$ cat src/rtl/mul_add32_if.sv
// Handshake and operand/result bundle for the mul_add32 multiply-accumulate unit.
// The master issues start with q/b/r; the slave returns busy/done/product.
interface mul_add32_if #(
  parameter int WIDTH = 32
);
  logic                 start;
  logic [WIDTH-1:0]     q;
  logic [WIDTH-1:0]     b;
  logic [WIDTH-1:0]     r;
  logic                 busy;
  logic                 done;
  logic [2*WIDTH-1:0]   product;

  modport master (
    output start, q, b, r,
    input  busy, done, product
  );

  modport slave (
    input  start, q, b, r,
    output busy, done, product
  );
endinterface

$ cat src/rtl/mul_add32.sv
// Sequential shift-and-add multiply-accumulate: product = q*b + r.
// One partial product per clock, fixed WIDTH-iteration run, start/busy/done handshake.
module mul_add32 #(
  parameter int WIDTH = 32
) (
  input  logic        clk,
  input  logic        rst_n,
  mul_add32_if.slave  bus
);

  localparam int CW = $clog2(WIDTH);

  typedef enum logic [1:0] {
    IDLE,
    RUN,
    DONE
  } state_t;

  state_t               state, state_nxt;
  logic [2*WIDTH-1:0]   acc, mcand, acc_add, product_q;
  logic [WIDTH-1:0]     mplier;
  logic [CW-1:0]        cnt;
  logic                 last;

  always_comb begin
    acc_add = acc;
    if (mplier[0]) acc_add = acc + mcand;
  end

  assign last = (cnt == CW'(WIDTH - 1));

  always_ff @(posedge clk or negedge rst_n) begin
    if (!rst_n) state <= IDLE;
    else        state <= state_nxt;
  end

  always_comb begin
    state_nxt = state;
    bus.busy  = 1'b0;
    bus.done  = 1'b0;
    case (state)
      IDLE: if (bus.start) state_nxt = RUN;
      RUN: begin
        bus.busy = 1'b1;
        if (last) state_nxt = DONE;
      end
      DONE: begin
        bus.busy  = 1'b1;
        bus.done  = 1'b1;
        state_nxt = IDLE;
      end
      default: state_nxt = IDLE;
    endcase
  end

  // Operands are captured only on an accepted start, so later input changes are invisible.
  always_ff @(posedge clk or negedge rst_n) begin
    if (!rst_n) begin
      acc       <= '0;
      mcand     <= '0;
      mplier    <= '0;
      cnt       <= '0;
      product_q <= '0;
    end else begin
      case (state)
        IDLE: begin
          if (bus.start) begin
            acc    <= {{WIDTH{1'b0}}, bus.r};
            mcand  <= {{WIDTH{1'b0}}, bus.b};
            mplier <= bus.q;
            cnt    <= '0;
          end
        end
        RUN: begin
          acc    <= acc_add;
          mcand  <= mcand << 1;
          mplier <= mplier >> 1;
          cnt    <= cnt + 1'b1;
          if (last) product_q <= acc_add;
        end
        default: ;
      endcase
    end
  end

  assign bus.product = product_q;

endmodule

$ cat src/flat_wrapper.sv
// flat-port wrapper written by rule: the top's interface ports become plain ports
module mul_add32_flat 
#(
  parameter int WIDTH = 32
)
  (clk, rst_n, bus_start, bus_q, bus_b, bus_r, bus_busy, bus_done, bus_product);
  mul_add32_if #(.WIDTH(WIDTH)) bus_i ();
  input  logic clk;
  input  logic rst_n;
  input wire logic [$bits(bus_i.start)-1:0] bus_start;
  input wire logic [$bits(bus_i.q)-1:0] bus_q;
  input wire logic [$bits(bus_i.b)-1:0] bus_b;
  input wire logic [$bits(bus_i.r)-1:0] bus_r;
  output wire logic [$bits(bus_i.busy)-1:0] bus_busy;
  output wire logic [$bits(bus_i.done)-1:0] bus_done;
  output wire logic [$bits(bus_i.product)-1:0] bus_product;
  assign bus_i.start = bus_start;
  assign bus_i.q = bus_q;
  assign bus_i.b = bus_b;
  assign bus_i.r = bus_r;
  assign bus_busy = bus_i.busy;
  assign bus_done = bus_i.done;
  assign bus_product = bus_i.product;
  mul_add32 #(.WIDTH(WIDTH)) u_core (.clk(clk), .rst_n(rst_n), .bus(bus_i));
endmodule
$ cat config.mk
export PLATFORM = sky130hd
export DESIGN_NAME = mul_add32_flat
export DESIGN_NICKNAME = d
export VERILOG_FILES = /design/src/rtl/mul_add32_if.sv /design/src/rtl/mul_add32.sv /design/src/flat_wrapper.sv
export SDC_FILE = /design/constraint.sdc
export NUM_CORES = 1
export LEC_CHECK = 0
export BUFFER_PORTS_ARGS = -buffer_cell sky130_fd_sc_hd__buf_2
export CELL_PAD_IN_SITES_DETAIL_PLACEMENT = 0
export CELL_PAD_IN_SITES_GLOBAL_PLACEMENT = 1
export CORE_MARGIN = 1
export CORE_UTILIZATION = 45
export CTS_CLUSTER_DIAMETER = 40
export DETAILED_ROUTE_END_ITERATION = 10
export GPL_TIMING_DRIVEN = 0
export PLACE_DENSITY_LB_ADDON = 0.1
export SYNTH_ARGS = -nofsm -noshare
export SYNTH_HDL_FRONTEND = slang
export SYNTH_SLANG_ARGS = --single-unit
export TNS_END_PERCENT = 50
$ cat constraint.sdc
create_clock -name clk -period 3.65 [get_ports clk]
set_input_delay 0.73 -clock clk [delete_from_list [all_inputs] [get_ports clk]]
set_output_delay 0.73 -clock clk [all_outputs]
set_load 0.01 [all_outputs]
==> results_dict.tcl <==
set metrics [dict create \
    outcome "finished clean" \
    post-synth-top-count-cell "sky130_fd_sc_hd__dfrtp_1" \
    design_power_total_mw 14.3 \
    power_frac_comb_pct 47.7 \
    p_sw_mw 6.44 \
    p_int_mw 7.88 \
    achievable-frequency_mhz 281 \
    seq_power_share_pct 25.2 \
    die_height_um 178 \
    grt_first_pass_wirelength_um 74700 \
    ir_worst_vdd_mv 0.429 \
    synthFlopType "sky130_fd_sc_hd__dfrtp_1" \
    rsz_0062_raised_after_global_routing "no" \
    synth_top_cell_area_share_pct 41.7 \
    synth.yosys.warnings 0 \
    synth_seq_area_share_pct 41.7 \
    gr_usage_total_pct 31.1 \
    routed_wl_um 48300 \
    yosys-top-cells-area "sky130_fd_sc_hd__dfrtp_1, sky130_fd_sc_hd__a21oi_1, sky130_fd_sc_hd__ha_1" \
    pre_cts_slack_ns -0.402 \
    total_number_of_h_tree_levels 2 \
    post-route-drc-count 0 \
    nets 1933 \
    via_count_of_the_first_global_routing_pass 13000 \
    detail_route.iter0.violations 885 \
    cellPowerDensity_nw_per_um2 860 \
    antenna-diode-count 0 \
    clk-insertion-delay-late_ns 0.54 \
    worst_hold_path_class "in2async" \
    tightestPinTransition_ns 1.11 \
    synth.largest_area_cell "sky130_fd_sc_hd__dfrtp_1" \
    synth.top_cells.by_count "sky130_fd_sc_hd__dfrtp_1, sky130_fd_sc_hd__nand2_1, sky130_fd_sc_hd__a21oi_1" \
    finalHoldViolations 0 \
    antenna_violation_net_count_after_detailed_routing 0 \
    timing.max_slew.rel_slack_pct 25.9 \
    fp.dieW_um 178 \
    synth_area_sq_um 13900 \
    largest_net_degree_at_the_start_of_global_routing 88 \
    synthesis.area_per_instance_sq_um 8.92 \
    synth.lib_cells_used.distinct 70 \
    power_switching_share_pct 45.0 \
    critical_path_class "reg2reg" \
    layout-drive-gt1-share_pct 15.4 \
    critPathMaxStageDelay_ns 0.42 \
    ff2ff_setup_slack_ns 0.09 \
    gr-total-overflow 0 \
    worstPathCellList "ha_1 -> fa_1 -> a21o_1 -> a221o_1 -> a21o_1 -> a21oi_2 -> o31ai_2 -> a41oi_2 -> buf_4 -> a31oi_1 -> xor2_1 -> a221o_1" \
    area_delta_synth_final_pct 20.1 \
    leakage_nw 7.83 \
    buffer_ports.inserted 164 \
    share_clk_of_total_power_pct 27.1 \
    initial_antenna_violation_count 0 \
    skew_ns 0.0226 \
    place_congestion 0.951 \
    cts_inserted_buffers 41 \
    share_of_synthesized_flip_flops_with_an_asynchronous_set_or_reset_pct 100 \
    number_of_flops_mapped_to_enable_cells_by_yosys 0 \
    worstSetupEndpointType "flip-flop" \
    cap_viol_max_count 0 \
    timing.critical_path.arrival_ns 3.95 \
    cts.reportedPaths.clkPinSlew_ns 0.06 \
    clock_tree_from_tritoncts "done" \
    cts-hold-fix-buffers 0 \
    drv_slew 0 \
    finalSetupViolations 0 \
    floorplan.rows 63 \
    postSynthRegisterBits 231 \
    detailed_place_hpwl_um 35600 \
    mappedNetlistNets 1722 \
    timing.critical_path.from_type "flip-flop" \
    fin_ws_ns 0.0941 \
    via_count 13100 \
    avgRoutedWirePerCell_um 22.1 \
    syn_inst 1554 \
    crit_path_max_fanout 5 \
    fp.coreArea_sq_um 30000 \
    detail_route.vias_per_cell 5.98 \
    clock_sink_count 231 \
    floorplan.io_pins 165 \
    critical-path-slowest-cell "sky130_fd_sc_hd__fa_1" \
    fin_crit_sh_pct 97.4 \
    ctsLongestPathBuffers 3 \
    initial_util_pct 46.3 \
    drt_pre_antenna_iters 5 \
    fillerInstances 2841 \
    die_area_sq_um 31500 \
    clockRootBuffer "sky130_fd_sc_hd__clkbuf_16" \
    final.min_clock_period_ns 3.56 \
    timing.critical_path.required_ns 4.05 \
]
==> kinds of logic after synthesis <==
logic type / Yosys count / share of synthesized area [%]
AOI/OAI and AO/OA: 585 / 25.9
buffers and inverters: 139 / 3.97
muxes: 70 / 5.05
and+or+nand+nor: 398 / 13.2
xor gates and xnor gates: 62 / 3.92
DFF: 231 / 41.7
adders and majority gates: 69 / 6.28
==> layer usage <==
metal  up-vias  global-route usage (%)  part of all wire (%)
li1       6159                       -                     -
met1      6374                    42.6                    45
met2       444                    49.9                    47
met3        85                    4.88                   5.9
met4         0                    10.3                   3.0
met5         -                       0                     0
==> worst paths after layout <==
path                                            start                     end  cells after the start
worst max register to register        u_core.mcand[0]  u_core.bus.product[56]                     12
worst max-delay path                  u_core.mcand[0]  u_core.bus.product[56]                     12
max in group asynchronous                       rst_n        u_core.mcand[62]                      2
worst min-delay path                            rst_n          u_core.acc[32]                      1
min in group clk                u_core.bus.product[2]   u_core.bus.product[2]                      2
worst min register to register  u_core.bus.product[2]   u_core.bus.product[2]                      2
==> stage by stage <==
| step | util [%] | TNS [ns] | instance area (sq um) | hold WS [ns] | cells |
|---|---|---|---|---|---|
| after global placement | 50.7 | -551.46 | 15200 | 0.460 | 2108 |
| after global routing | 55.6 | 0 | 16700 | 0.181 | 2185 |
| after detailed placement | 50.9 | -3.22 | 15200 | 0.467 | 2110 |
| after CTS | 55.5 | 0 | 16600 | 0.152 | 2183 |
| final | 55.6 | 0 | 16700 | 0.134 | 2185 |
| after floorplan | - | 0 | 13900 | 0.434 | 1554 |
==> layout make-up <==
| class | instances | area (sq um) | share of cell area (%) |
|---|---|---|---|
| buffer | 117 | 470 | 2.82 |
| multi-input combinational | 1184 | 7550 | 45.3 |
| tap | 390 | 488 | 2.93 |
| sequential | 231 | 5780 | 34.7 |
| timing repair buffer | 168 | 901 | 5.41 |
| clock buffer | 45 | 1070 | 6.43 |
| inverter | 22 | 82.6 | 0.496 |
| clock inverter | 28 | 312 | 1.87 |
==> power by group through the flow <==
| stage | sequential (mW) | combinational (mW) | clock (mW) |
|---|---|---|---|
| floorplan | 3.48 | 4.78 | 0 |
| global placement | 3.63 | 6.63 | 0 |
| detailed placement | 3.64 | 6.71 | 0 |
| CTS | 3.60 | 6.76 | 3.92 |
| global route | 3.68 | 7.54 | 4.05 |
| finish | 3.61 | 6.83 | 3.88 |
==> worst max-delay path: cells and delay by family, from the launching register on <==
family	cells	cell delay (ns)
adders and majority gates	2	0.68
DFF	1	0.41
buffers and inverters	1	0.18
AOI/OAI and AO/OA	8	1.96
xor gates and xnor gates	1	0.20
==> state kept, by name, summed over array words and instances, names as in the netlist <==
| register | flops |
|---|---|
| u_core.bus.product | 64 |
| u_core.mcand | 64 |
| u_core.mplier | 32 |
| u_core.acc | 64 |
| u_core.state | 2 |
| u_core.cnt | 5 |
==> cell usage in the layout, fill, tap and decap left out, drive strengths merged, types with 18 or more instances in the layout <==
cell and instances:
a22o 49, nor3 21, nand4 18, ha 68, dfrtp 231, a21oi 182
a21o 28, nand2 184, o21ai 156, clkbuf 130, buf 200, mux2i 70
xnor2 33, nand3 20, and3 47, inv 30, o22ai 81, nor2 72
xor2 29
==> what timing repair did <==
action / in CTS / in global routing
setup endpoints to repair: 15 / 14
setup buffers: 0 / 2
gates resized for setup: 3 / 4
gates cloned: 0 / 0
pin swaps: 0 / 1
Note: power is estimated with default switching activity, not from simulation.
